### src/rtl/mult_pkg.sv
// ---------------------------------------------------------------------------
// mult_pkg
// Shared types and helpers for the parametrised sequential multiplier.
//   state_e    : control FSM states (IDLE, RUN, DONE)
//   booth_op_e : per-iteration accumulator operation (NOP, ADD, SUB)
//   clog2()    : ceiling log2, used to size the iteration counter
// Optional feature macro used by the multiplier files: MULT_SIGNED_EN
// ---------------------------------------------------------------------------
package mult_pkg;

    typedef enum logic [1:0] {
        IDLE,
        RUN,
        DONE
    } state_e;

    typedef enum logic [1:0] {
        NOP,
        ADD,
        SUB
    } booth_op_e;

    // Number of bits needed to hold values 0..value-1.
    // Callers pass WIDTH+1 so the counter can hold WIDTH itself.
    function automatic int clog2(input int value);
        int result;
        int remaining;
        result    = 0;
        remaining = value - 1;
        while (remaining > 0) begin
            result    = result + 1;
            remaining = remaining >> 1;
        end
        return result;
    endfunction

endpackage

### src/rtl/mult_step.sv
// ---------------------------------------------------------------------------
// mult_step
// One combinational shift-add (or radix-2 Booth) multiplier iteration.
// Ports:
//   acc_i    [WIDTH:0]   running partial product (high half, one guard bit)
//   q_i      [WIDTH-1:0] multiplier / low product bits
//   q_m1_i               Booth history bit
//   m_i      [WIDTH-1:0] multiplicand
//   signed_i             1 = Booth signed iteration (only with MULT_SIGNED_EN)
//   acc_o, q_o, q_m1_o   values after the add/sub and the one-bit right shift
// Macro MULT_SIGNED_EN: when undefined, signed_i is ignored and no subtractor
// is built.
// ---------------------------------------------------------------------------
module mult_step
    import mult_pkg::*;
#(
    parameter int WIDTH = 8
) (
    input  logic [WIDTH:0]   acc_i,
    input  logic [WIDTH-1:0] q_i,
    input  logic             q_m1_i,
    input  logic [WIDTH-1:0] m_i,
    input  logic             signed_i,
    output logic [WIDTH:0]   acc_o,
    output logic [WIDTH-1:0] q_o,
    output logic             q_m1_o
);

    booth_op_e      op;
    logic [WIDTH:0] m_ext;
    logic [WIDTH:0] acc_sum;
    logic           shift_in;

`ifndef MULT_SIGNED_EN
    logic [1:0] unused_inputs;
    assign unused_inputs = {signed_i, q_m1_i};
`endif

    always_comb begin
        op       = NOP;
        m_ext    = {1'b0, m_i};
        shift_in = 1'b0;
        acc_sum  = acc_i;

`ifdef MULT_SIGNED_EN
        if (signed_i) begin
            // Booth recoding on the current bit and the one shifted out last
            m_ext    = {m_i[WIDTH-1], m_i};
            unique case ({q_i[0], q_m1_i})
                2'b01:   op = ADD;
                2'b10:   op = SUB;
                default: op = NOP;
            endcase
        end else begin
            op = q_i[0] ? ADD : NOP;
        end
`else
        op = q_i[0] ? ADD : NOP;
`endif

        case (op)
            ADD:     acc_sum = acc_i + m_ext;
`ifdef MULT_SIGNED_EN
            SUB:     acc_sum = acc_i - m_ext;
`endif
            default: acc_sum = acc_i;
        endcase

`ifdef MULT_SIGNED_EN
        // Arithmetic shift keeps the sign of the guard-extended accumulator
        shift_in = signed_i ? acc_sum[WIDTH] : 1'b0;
`endif

        // Right shift of {acc, q, q_m1}: the bit leaving q becomes q_m1
        {acc_o, q_o, q_m1_o} = {shift_in, acc_sum, q_i};
    end

endmodule

### src/rtl/seq_multiplier_param.sv
// ---------------------------------------------------------------------------
// seq_multiplier_param
// Sequential WIDTH x WIDTH -> 2*WIDTH multiplier, one iteration per cycle.
// Ports:
//   clock, reset_b            rising-edge clock, async active-low reset
//   start                     request, accepted on an edge while ready=1
//   signed_mode               two's-complement operands (MULT_SIGNED_EN only)
//   multiplicand, multiplier  operands, latched on the accepting edge
//   product   [2W-1:0]        registered result, held until next completion
//   ready                     high while idle
//   done                      one-cycle pulse when a new product appears
// Macro MULT_SIGNED_EN enables Booth signed operation; when undefined every
// operation is unsigned and signed_mode is ignored.
// ---------------------------------------------------------------------------
module seq_multiplier_param
    import mult_pkg::*;
#(
    parameter int WIDTH = 8
) (
    input  logic               clock,
    input  logic               reset_b,
    input  logic               start,
    input  logic               signed_mode,
    input  logic [WIDTH-1:0]   multiplicand,
    input  logic [WIDTH-1:0]   multiplier,
    output logic [2*WIDTH-1:0] product,
    output logic               ready,
    output logic               done
);

    localparam int CNT_W = clog2(WIDTH + 1);

    state_e             state_q, state_d;
    logic [WIDTH:0]     acc_q, acc_d;
    logic [WIDTH-1:0]   q_q, q_d;
    logic               q_m1_q, q_m1_d;
    logic [WIDTH-1:0]   m_q, m_d;
    logic [CNT_W-1:0]   cnt_q, cnt_d;
    logic               signed_q, signed_d;
    logic [2*WIDTH-1:0] product_q, product_d;
    logic               done_q, done_d;

    logic [WIDTH:0]     step_acc;
    logic [WIDTH-1:0]   step_q;
    logic               step_q_m1;

    mult_step #(
        .WIDTH (WIDTH)
    ) u_step (
        .acc_i    (acc_q),
        .q_i      (q_q),
        .q_m1_i   (q_m1_q),
        .m_i      (m_q),
        .signed_i (signed_q),
        .acc_o    (step_acc),
        .q_o      (step_q),
        .q_m1_o   (step_q_m1)
    );

    always_ff @(posedge clock or negedge reset_b) begin
        if (!reset_b) begin
            state_q   <= IDLE;
            acc_q     <= '0;
            q_q       <= '0;
            q_m1_q    <= 1'b0;
            m_q       <= '0;
            cnt_q     <= '0;
            signed_q  <= 1'b0;
            product_q <= '0;
            done_q    <= 1'b0;
        end else begin
            state_q   <= state_d;
            acc_q     <= acc_d;
            q_q       <= q_d;
            q_m1_q    <= q_m1_d;
            m_q       <= m_d;
            cnt_q     <= cnt_d;
            signed_q  <= signed_d;
            product_q <= product_d;
            done_q    <= done_d;
        end
    end

    always_comb begin
        state_d   = state_q;
        acc_d     = acc_q;
        q_d       = q_q;
        q_m1_d    = q_m1_q;
        m_d       = m_q;
        cnt_d     = cnt_q;
        signed_d  = signed_q;
        product_d = product_q;
        done_d    = 1'b0;

        case (state_q)
            IDLE: begin
                if (start) begin
                    state_d  = RUN;
                    acc_d    = '0;
                    q_d      = multiplier;
                    q_m1_d   = 1'b0;
                    m_d      = multiplicand;
                    cnt_d    = CNT_W'(WIDTH);
                    signed_d = signed_mode;
                end
            end
            RUN: begin
                acc_d  = step_acc;
                q_d    = step_q;
                q_m1_d = step_q_m1;
                cnt_d  = cnt_q - CNT_W'(1);
                if (cnt_q == CNT_W'(1)) begin
                    state_d = DONE;
                end
            end
            DONE: begin
                // The guard bit of acc is dropped; the product fits in 2W bits
                product_d = {acc_q[WIDTH-1:0], q_q};
                done_d    = 1'b1;
                state_d   = IDLE;
            end
            default: begin
                state_d = IDLE;
            end
        endcase
    end

    assign product = product_q;
    assign done    = done_q;
    assign ready   = (state_q == IDLE);

endmodule
### config.mk
export PLATFORM = sky130hd
export DESIGN_NAME = seq_multiplier_param
export DESIGN_NICKNAME = d
export VERILOG_FILES = /design/src/rtl/mult_pkg.sv /design/src/rtl/mult_step.sv /design/src/rtl/seq_multiplier_param.sv
export SDC_FILE = /design/constraint.sdc
export NUM_CORES = 1
export LEC_CHECK = 0
export ABC_AREA = 0
export BUFFER_PORTS_ARGS = -buffer_cell sky130_fd_sc_hd__clkbuf_2
export CAP_MARGIN = 20
export CORE_UTILIZATION = 52
export CTS_BUF_LIST = sky130_fd_sc_hd__clkbuf_8
export DETAILED_ROUTE_END_ITERATION = 10
export GPL_TIMING_DRIVEN = 0
export PLACE_DENSITY_LB_ADDON = 0.08
export SLEW_MARGIN = 20
export SYNTH_ARGS = -nofsm -noshare
export SYNTH_HDL_FRONTEND = slang
export SYNTH_SLANG_ARGS = --single-unit
### constraint.sdc
create_clock -name clock -period 1.8 [get_ports clock]
set_input_delay 0.27 -clock clock [delete_from_list [all_inputs] [get_ports clock]]
set_output_delay 0.27 -clock clock [all_outputs]
set_load 0.005 [all_outputs]
==> impl_metrics.csv <==
group,metric,value,unit
run,maxCapViolCount,0,
floorplan,start_util,55.0,%
yosys,ys_seq_area_share,52.7,%
power_and_ir_drop,p_seq_share,39.3,%
clocking,clk_pin_slew,90,ps
outcome,status,"finished, violations left",
power_and_ir_drop,clkPwrFrac,12.7,%
yosys,synth-seq-cells,47,
critical_path,cp_data_arrival_time,2180,ps
cells_and_area,area_growth,18.6,%
global_routing,grt_max_degree,48,
critical_path,cp_max_fo,3,
yosys,syn_inst,218,
detailed_routing,drc,0,
sta,period_needed,1940,ps
yosys,syn_area,2230,um^2
outcome,failed_checks,"hold timing, setup timing",
placed_design,dpl_worst_slack,-193,ps
cells_and_area,fill_cells,327,
floorplan,placement_rows,23,
critical_path,path_cells,"ha_2, inv_2, fa_2, and2b_1, o31a_2, o22ai_2, or4_1, nand3_1",
sta,hold_viol_final,2,
yosys,yosysWarnings,0,
clocking,cts_buffers,5,
cells_and_area,mostFrequentLayoutCell,"nand2_1",
clocking,clock_path_buffers,2,
clocking,clock_sinks,47,
clocking,htree_levels,2,
global_routing,grt_pass1_vias,1585,
detailed_routing,vias,1722,
sta,drv_slew,0,
yosys,syn_avg_cell_area,10.2,um^2
cells_and_area,layout_common_cells,"49 x nand2_1, 47 x dfrtp_1, 36 x clkbuf_2",
cells_and_area,seqCellArea,1180,um^2
sta,max_freq,515,MHz
cells_and_area,nNetsFinal,295,
floorplan,die_h,67.5,um
placed_design,portBuffers,36,
power_and_ir_drop,p_sw_share,40.0,%
power_and_ir_drop,p_per_area,1810,nW/um^2
global_routing,grt_pass1_wl,7410,um
critical_path,worstSetupPathType,"reg -> reg",
power_and_ir_drop,peakVddDrop,0.857,mV
power_and_ir_drop,p_int,2.87,mW
sta,hold_slack,-2.40,ps
placed_design,dpl_cell_area,2480,um^2
detailed_routing,viasPerCell,5.47,
yosys,synth-edff-count,0,
global_routing,antenna_found_initial,0,
clocking,clk_latency,300,ps
sta,setup_slack,-141,ps
critical_path,cpPeakStageDelay,410,ps
global_routing,grtUsageTotal,22.7,%
cells_and_area,multi_input_area,1040,um^2
detailed_routing,wl,4560,um
cells_and_area,antenna_cells,0,
detailed_routing,drt_iter0_markers,96,
placed_design,post-dp-hpwl,3180,um
power_and_ir_drop,power_frac_comb,48.0,%
critical_path,crit_slowest_cell,"or4_1",
power_and_ir_drop,power.switching,1.92,mW
hold_path,min_path_type,"in -> async",
yosys,synthArstFlopShare,100,%
floorplan,die_area,4560,um^2
power_and_ir_drop,power_leakage,1.32,nW
critical_path,timing.rr.start,"m_q[0]$_DFFE_PN0P_",
placed_design,gp_congestion,0.839,
sta,finalSetupTns,-226,ps
floorplan,ioPinCount,38,
cells_and_area,fin_area,2650,um^2
sta,rsz0062_at_grt,"yes",
yosys,syn_nets,249,
sta,relSlewSlack,58.7,%
critical_path,path_buf_inv,1,
sta,finalCritPeriodShare,108,%
critical_path,critical_path_required,2040,ps
detailed_routing,ant_nets,0,
detailed_routing,dr.pass1.iters,5,
global_routing,gr-total-overflow,0,
floorplan,die_w,67.5,um
critical_path,cp-start-kind,"flip-flop",
critical_path,worst_setup_path_end_kind,"flip-flop",
clocking,cts_tree,"yes",
floorplan,core,4060,um^2
critical_path,crit_path_start,"m_q[0]$_DFFE_PN0P_",
critical_path,path_delay_family,"simple AND/OR/NAND/NOR gates",
clocking,root_buffer,"clkbuf_8",
sta,tightest_slew,620,ps
cells_and_area,drive_above_1_share,30.9,%
yosys,ys.flop_type,"dfrtp_1",
sta,finalClockSkew,5.72,ps
detailed_routing,wl_per_cell,14.5,um
sta,setup_viol,3,
yosys,yosysUniqueCellTypes,40,
area by class of cell:
type                    count  area share, %
flip-flops and latches     47           44.4
multi-input cells         154           39.3
repair buffers             39           7.75
clock buffers               5           2.60
well taps                  50           2.36
plain buffers              10           1.94
inverters                   7          0.992
clock inverters             3          0.614
per-layer routing:
layer  track usage, %  vias up  wire length, um
met5                0        -                0
met4             7.98        0               65
met3             5.07        7              163
met2             35.4       41             2110
met1             30.8      821             2220
li1                 -      853                -
worst paths after layout:
check | cells after the start | slack [ps] | end
setup / recovery | 8 | -140 | acc_q[5]$_DFFE_PN0P_
hold / removal | 1 | -2 | product[3]$_DFFE_PN0P_
setup reg to reg | 8 | -140 | acc_q[5]$_DFFE_PN0P_
hold reg to reg | 2 | 490 | m_q[5]$_DFFE_PN0P_
max in group asynchronous | 1 | 1380 | m_q[2]$_DFFE_PN0P_
min in group clock | 3 | 150 | m_q[6]$_DFFE_PN0P_
Yosys cell counts, types with 2 or more instances:
master     n  area share [%]
nand4_1    2            0.56
nor3_1     3            0.67
a21oi_1   14             3.1
o21ai_0   11             2.5
dfrtp_1   47              53
nor2_1     4            0.67
mux2_2    14             7.1
a31oi_1    4             1.1
nor2b_1    2            0.56
nand2_1   49             8.2
inv_1      7             1.2
buf_2      7             1.6
and2b_1    2            0.67
or4_1      2            0.67
and2_1     2            0.56
a211oi_1   3             1.0
ha_1      10             5.6
and3_1     2            0.56
nand3_1    6             1.3
nand2b_1   2            0.56
a22oi_1    6             2.0
cells by family after synthesis:
family | after synthesis | synth area share, %
xor+xnor | 1 | 0.392
buf+inv | 17 | 3.47
simple gates | 81 | 16.7
compound gates | 46 | 12.8
mux | 15 | 7.51
fa+ha+maj | 11 | 6.50
flops | 47 | 52.7
power by group through the flow:
stage	Combinational, mW	Clock, mW	Sequential [mW]
final	2.30	0.610	1.88
after global routing	2.58	0.683	1.94
after floorplan	1.52	0	1.80
after detailed placement	2.07	0	1.88
after CTS	2.16	0.638	1.85
after global placement	2.01	0	1.86
through the flow:
| stage | std cells | util (%) | total power, mW |
|---|---|---|---|
| after CTS | 314 | 64.0 | 4.65 |
| final | 315 | 65.3 | 4.79 |
| after detailed placement | 304 | 61.2 | 3.95 |
| after global routing | 315 | 65.3 | 5.20 |
| after floorplan | 218 | - | 3.32 |
| after global placement | 304 | 61.1 | 3.87 |
registers in the layout, summed over array words and instances (netlist names):
register and flops:
acc_q 8, cnt_q 4, done 1, m_q 8, product 16, q_q 8, state_q 2
repair_timing:
item / in CTS / in global routing
gates resized for setup: 3 / 5
cloned: 0 / 0
setup endpoints to repair: 2 / 4
hold buffers: 0 / 0
buffers inserted: 2 / 1
pin swaps: 2 / 2
No activity file was read; power rests on OpenSTA's default activity.
